$ cat src/rtl/cpu_pkg.sv
// Shared core-side definitions: instruction-memory geometry and loader FSM states.
package cpu_pkg;

  typedef enum logic [1:0] {
    IDLE  = 2'd0,
    LOAD  = 2'd1,
    FLUSH = 2'd2,
    RUN   = 2'd3
  } loader_state_t;

  localparam int IMEM_ADDR_W = 12;
  localparam int IMEM_DEPTH  = 4096;

endpackage

$ cat src/rtl/imem_loader.sv
// Streams words into instruction RAM from address 0 (zero-latency write, 1 word/cycle) with the core held in reset.
// s_ready is high only while loading; the core is released HOLD_CYCLES after the last write.
module imem_loader
  import cpu_pkg::*;
#(
  parameter int ADDR_W      = IMEM_ADDR_W,
  parameter int DEPTH       = IMEM_DEPTH,
  parameter int HOLD_CYCLES = 2
) (
  input  logic              clk,
  input  logic              rst,
  input  logic              load_start,
  input  logic [ADDR_W:0]   load_len,
  input  logic              s_valid,
  input  logic [31:0]       s_data,
  output logic              s_ready,
  output logic              mem_we,
  output logic [ADDR_W-1:0] mem_addr,
  output logic [31:0]       mem_wdata,
  output logic              cpu_rst_n,
  output logic              busy,
  output logic              done,
  output logic              err
);

  localparam int              HOLD_W    = $clog2(HOLD_CYCLES + 1);
  localparam logic [ADDR_W:0] DEPTH_L   = (ADDR_W + 1)'(DEPTH);
  localparam logic [HOLD_W-1:0] HOLD_INIT = HOLD_W'(HOLD_CYCLES - 1);

  loader_state_t     state_q, state_d;
  logic [ADDR_W-1:0] cnt_q, cnt_d;
  logic [ADDR_W:0]   len_q, len_d;
  logic [HOLD_W-1:0] hold_q, hold_d;
  logic              done_q, done_d;
  logic              err_q, err_d;

  logic len_bad;
  logic len_zero;
  logic last_word;

  always_ff @(posedge clk or posedge rst) begin
    if (rst) begin
      state_q <= IDLE;
      cnt_q   <= '0;
      len_q   <= '0;
      hold_q  <= '0;
      done_q  <= 1'b0;
      err_q   <= 1'b0;
    end else begin
      state_q <= state_d;
      cnt_q   <= cnt_d;
      len_q   <= len_d;
      hold_q  <= hold_d;
      done_q  <= done_d;
      err_q   <= err_d;
    end
  end

  always_comb begin
    state_d   = state_q;
    cnt_d     = cnt_q;
    len_d     = len_q;
    hold_d    = hold_q;
    done_d    = 1'b0;
    err_d     = 1'b0;
    len_bad   = (load_len > DEPTH_L);
    len_zero  = (load_len == '0);
    last_word = ({1'b0, cnt_q} == (len_q - 1'b1));

    case (state_q)
      IDLE, RUN: begin
        if (load_start) begin
          if (len_bad) begin
            err_d = 1'b1;
          end else if (len_zero) begin
            state_d = FLUSH;
            hold_d  = HOLD_INIT;
          end else begin
            state_d = LOAD;
            len_d   = load_len;
            cnt_d   = '0;
          end
        end
      end
      LOAD: begin
        // The counter is frozen on the final word so len == DEPTH never wraps it.
        if (mem_we) begin
          if (last_word) begin
            state_d = FLUSH;
            hold_d  = HOLD_INIT;
          end else begin
            cnt_d = cnt_q + 1'b1;
          end
        end
      end
      FLUSH: begin
        if (hold_q == '0) begin
          state_d = RUN;
          done_d  = 1'b1;
        end else begin
          hold_d = hold_q - 1'b1;
        end
      end
      default: state_d = IDLE;
    endcase
  end

  always_comb begin
    s_ready   = 1'b0;
    cpu_rst_n = 1'b0;
    busy      = 1'b0;
    case (state_q)
      LOAD: begin
        s_ready = 1'b1;
        busy    = 1'b1;
      end
      FLUSH:   busy      = 1'b1;
      RUN:     cpu_rst_n = 1'b1;
      default: ;
    endcase
    mem_we    = s_valid && s_ready;
    mem_addr  = cnt_q;
    mem_wdata = s_data;
    done      = done_q;
    err       = err_q;
  end

endmodule

$ cat config.mk
export PLATFORM = sky130hd
export DESIGN_NAME = imem_loader
export DESIGN_NICKNAME = d
export VERILOG_FILES = /design/src/rtl/cpu_pkg.sv /design/src/rtl/imem_loader.sv
export SDC_FILE = /design/constraint.sdc
export NUM_CORES = 1
export LEC_CHECK = 0
export ABC_AREA = 1
export CAP_MARGIN = 20
export CORE_MARGIN = 3
export CORE_UTILIZATION = 38
export DETAILED_ROUTE_END_ITERATION = 7
export PLACE_DENSITY = 0.71
export SLEW_MARGIN = 20
export SYNTH_ARGS = -nofsm -noshare
export SYNTH_HDL_FRONTEND = slang
export SYNTH_SLANG_ARGS = --single-unit
$ cat constraint.sdc
create_clock -name clk -period 4.1 [get_ports clk]
set_clock_uncertainty 0.05 [all_clocks]
set_input_delay 1.025 -clock clk [delete_from_list [all_inputs] [get_ports clk]]
set_output_delay 1.025 -clock clk [all_outputs]
set_load 0.03 [all_outputs]
==> metrics.yaml <==
grt_pass1_vias: 1949
crit_path_top_delay_cell: "clkdlybuf4s50_1"
worstSetupStartpointType: "input port"
hold_buffers: 0
critPathMaxStageDelay_ps: 660
n_antenna_cell: 0
tritoncts: "built"
path_cells: "clkdlybuf4s50_1 > nand2_1 > inv_1 > clkdlybuf4s50_1"
cts_buffers: 5
r2r_start: "state_q[0]"
dieWidth_um: 87.1
setup_viol: 0
synth-edff-count: 0
worstMarginPinSlew_ps: 517
firstDrtPassIters: 4
startpoint: "s_valid"
critical_path.top_delay_family: "buffers and inverters"
cp.required_ps: 3020
p_leak_uw: 0.00133
die_y_um: 87.1
use_met3_pct: 2.84
cp.depth: 4
path_clk_slew_ps: 70
crit_fanout: 2
root_buffer: "clkbuf_8"
finalPower_uw: 1750
drive_gt1_share_pct: 9.09
synth_area_per_cell_um2: 7.10
power_density_nw_per_um2: 643
path_common_cell: "clkdlybuf4s50_1"
hpwl_um: 3930
grt_antenna_before_repair: 0
maxSlewViolCount: 0
syn_inst: 352
initial_utilization_pct: 40.8
reg2reg_slack_ps: 1780
synth_warnings: 0
ys_ff_latch: 31
antenna_left: 0
met1_usage_pct: 18.9
clk_latency_ps: 280
place.gp.congestion: 0.835
cp.arrival_ps: 2300
synth_nets: 407
yosysSeqAreaShare_pct: 31.0
critical_path_class: "input port to output port"
async_flop_share_pct: 100
grt_pass1_wl_um: 8850
ir_worst_vdd_mv: 0.423
hold_violations: 0
clk_path_buf_depth: 2
syn_to_final_growth_pct: 8.71
grt-busiest-layer: "met2"
gr-usage-met2_pct: 24.1
cts_sinks: 31
layout.nets: 406
endpoint_kind: "output port"
slew_headroom_pct: 65.2
post_cts_buffers: 0
cap_violations: 0
min_path_type: "flip-flop to flip-flop"
setup_tns_ps: 0
synth_area_um2: 2500
crit_path_end: "mem_we"
worst_r2r_path_depth: 9
drt_iter0_markers: 70
wl_um: 5120
coreArea_um2: 6130
routedWlPerCell_um: 12.0
grt-ovfl-total: 0
status: "finished, final reports clean"
rsz0062_at_grt: "no"
vias: 2078
fmax_mhz: 297
port_buffers: 34
rows: 28
yosys_most_used_dff: "dfrtp_1"
fin_crit_sh_pct: 82.2
vias_per_cell: 4.87
postCtsResizedCells: 0
timing.rr.end: "hold_q[1]"
ys_types: 32
grt_max_degree: 32
drc: 0
track_usage_pct: 14.4
design.die.area_um2: 7580
ios: 99
htree_levels: 2
cp.buffers_inverters: 3
fin_crit_ps: 3370
routing by layer:
layer,part of all wire (%),wire length (um),vias to the layer above
met5,0,0,-
met3,4.1,210,10
met4,0.92,47,0
met1,47,2420,962
li1,-,-,1067
met2,48,2440,39
how the worst min path moves through the flow:
stage	end	slack, ps	depth (start not counted)	startpoint
6_report	hold_q[1]	450	2	hold_q[1]
5_1_grt	hold_q[1]	480	2	hold_q[1]
4_1_cts	hold_q[1]	450	2	hold_q[1]
3_5_place_dp	hold_q[1]	430	2	hold_q[1]
3_3_place_gp	hold_q[1]	420	2	hold_q[1]
2_1_floorplan	hold_q[1]	400	2	hold_q[1]
worst register-to-register path, cell delays in order (launching register included):
cell and delay (ps):
dfrtp_1 420, ha_1 360, inv_1 370, o22ai_1 130
inv_1 340, nand2_1 130, inv_1 110, nand3_1 150
nand2_1 90, o21ai_0 80
report_power, final:
part	internal (uW)	switching, uW
sequential	400	119
clock	116	117
combinational	352	644
total	868	879
layout make-up:
class                           count  area, um2
Sequential cell                    31        776
Timing Repair Buffer               36        355
Tap cell                           75       93.8
Fill cell                         628       3410
Multi-Input combinational cell    229       1230
Clock inverter                      3       15.0
Clock buffer                        5       68.8
Inverter                           48        180
layout by cell type (no fill, tap or decap), drive strengths merged, types with 5 or more instances in the layout:
master,count
a21oi,5
clkbuf,5
clkdlybuf4s50,34
dfrtp,31
ha,6
inv,48
nand2,94
nand3,25
nand4,17
nor2,37
o21ai,15
xnor2,8
xor2,9
cell families (layout without fill, tap and decap cells):
logic type	after synthesis	after routing	synth area share, %
buf+inv	92	92	19.8
xor+xnor	17	17	5.96
mux	3	3	1.35
simple gates	181	181	34.3
flops	31	31	31.0
compound gates	22	22	4.51
fa+ha+maj	6	6	3.00
stage by stage:
step | setup slack (ps) | util, % | instance area (um2) | std cells | hold WS, ps
after global placement | 749 | 42.9 | 2630 | 419 | 419
after detailed placement | 736 | 42.9 | 2630 | 419 | 434
final | 730 | 44.3 | 2720 | 427 | 446
after global routing | 688 | 44.3 | 2720 | 427 | 477
after floorplan | 1740 | - | 2500 | 352 | 403
after CTS | 724 | 44.3 | 2720 | 427 | 450
flip-flops by register name (all words and copies together) (netlist names):
name / flops
hold_q: 2
len_q: 13
done: 1
err: 1
mem_addr: 12
state_q: 2
Yosys cell counts (3+ instances only):
| cell | number | area [um2] |
|---|---|---|
| buf_2 | 4 | 20.0 |
| nor2_2 | 3 | 18.8 |
| ha_1 | 6 | 75.1 |
| nor2_1 | 30 | 113 |
| xor2_1 | 9 | 78.8 |
| dfrtp_1 | 31 | 776 |
| nand4_1 | 17 | 106 |
| mux2_2 | 3 | 33.8 |
| buf_6 | 3 | 33.8 |
| a21oi_1 | 5 | 25.0 |
| nor2_4 | 4 | 45.0 |
| xnor2_1 | 8 | 70.1 |
| o21ai_0 | 15 | 75.1 |
| inv_1 | 46 | 173 |
| nand3_1 | 22 | 110 |
| buf_4 | 32 | 240 |
| nand2_1 | 90 | 338 |
Note: power is estimated with default switching activity, not from simulation.
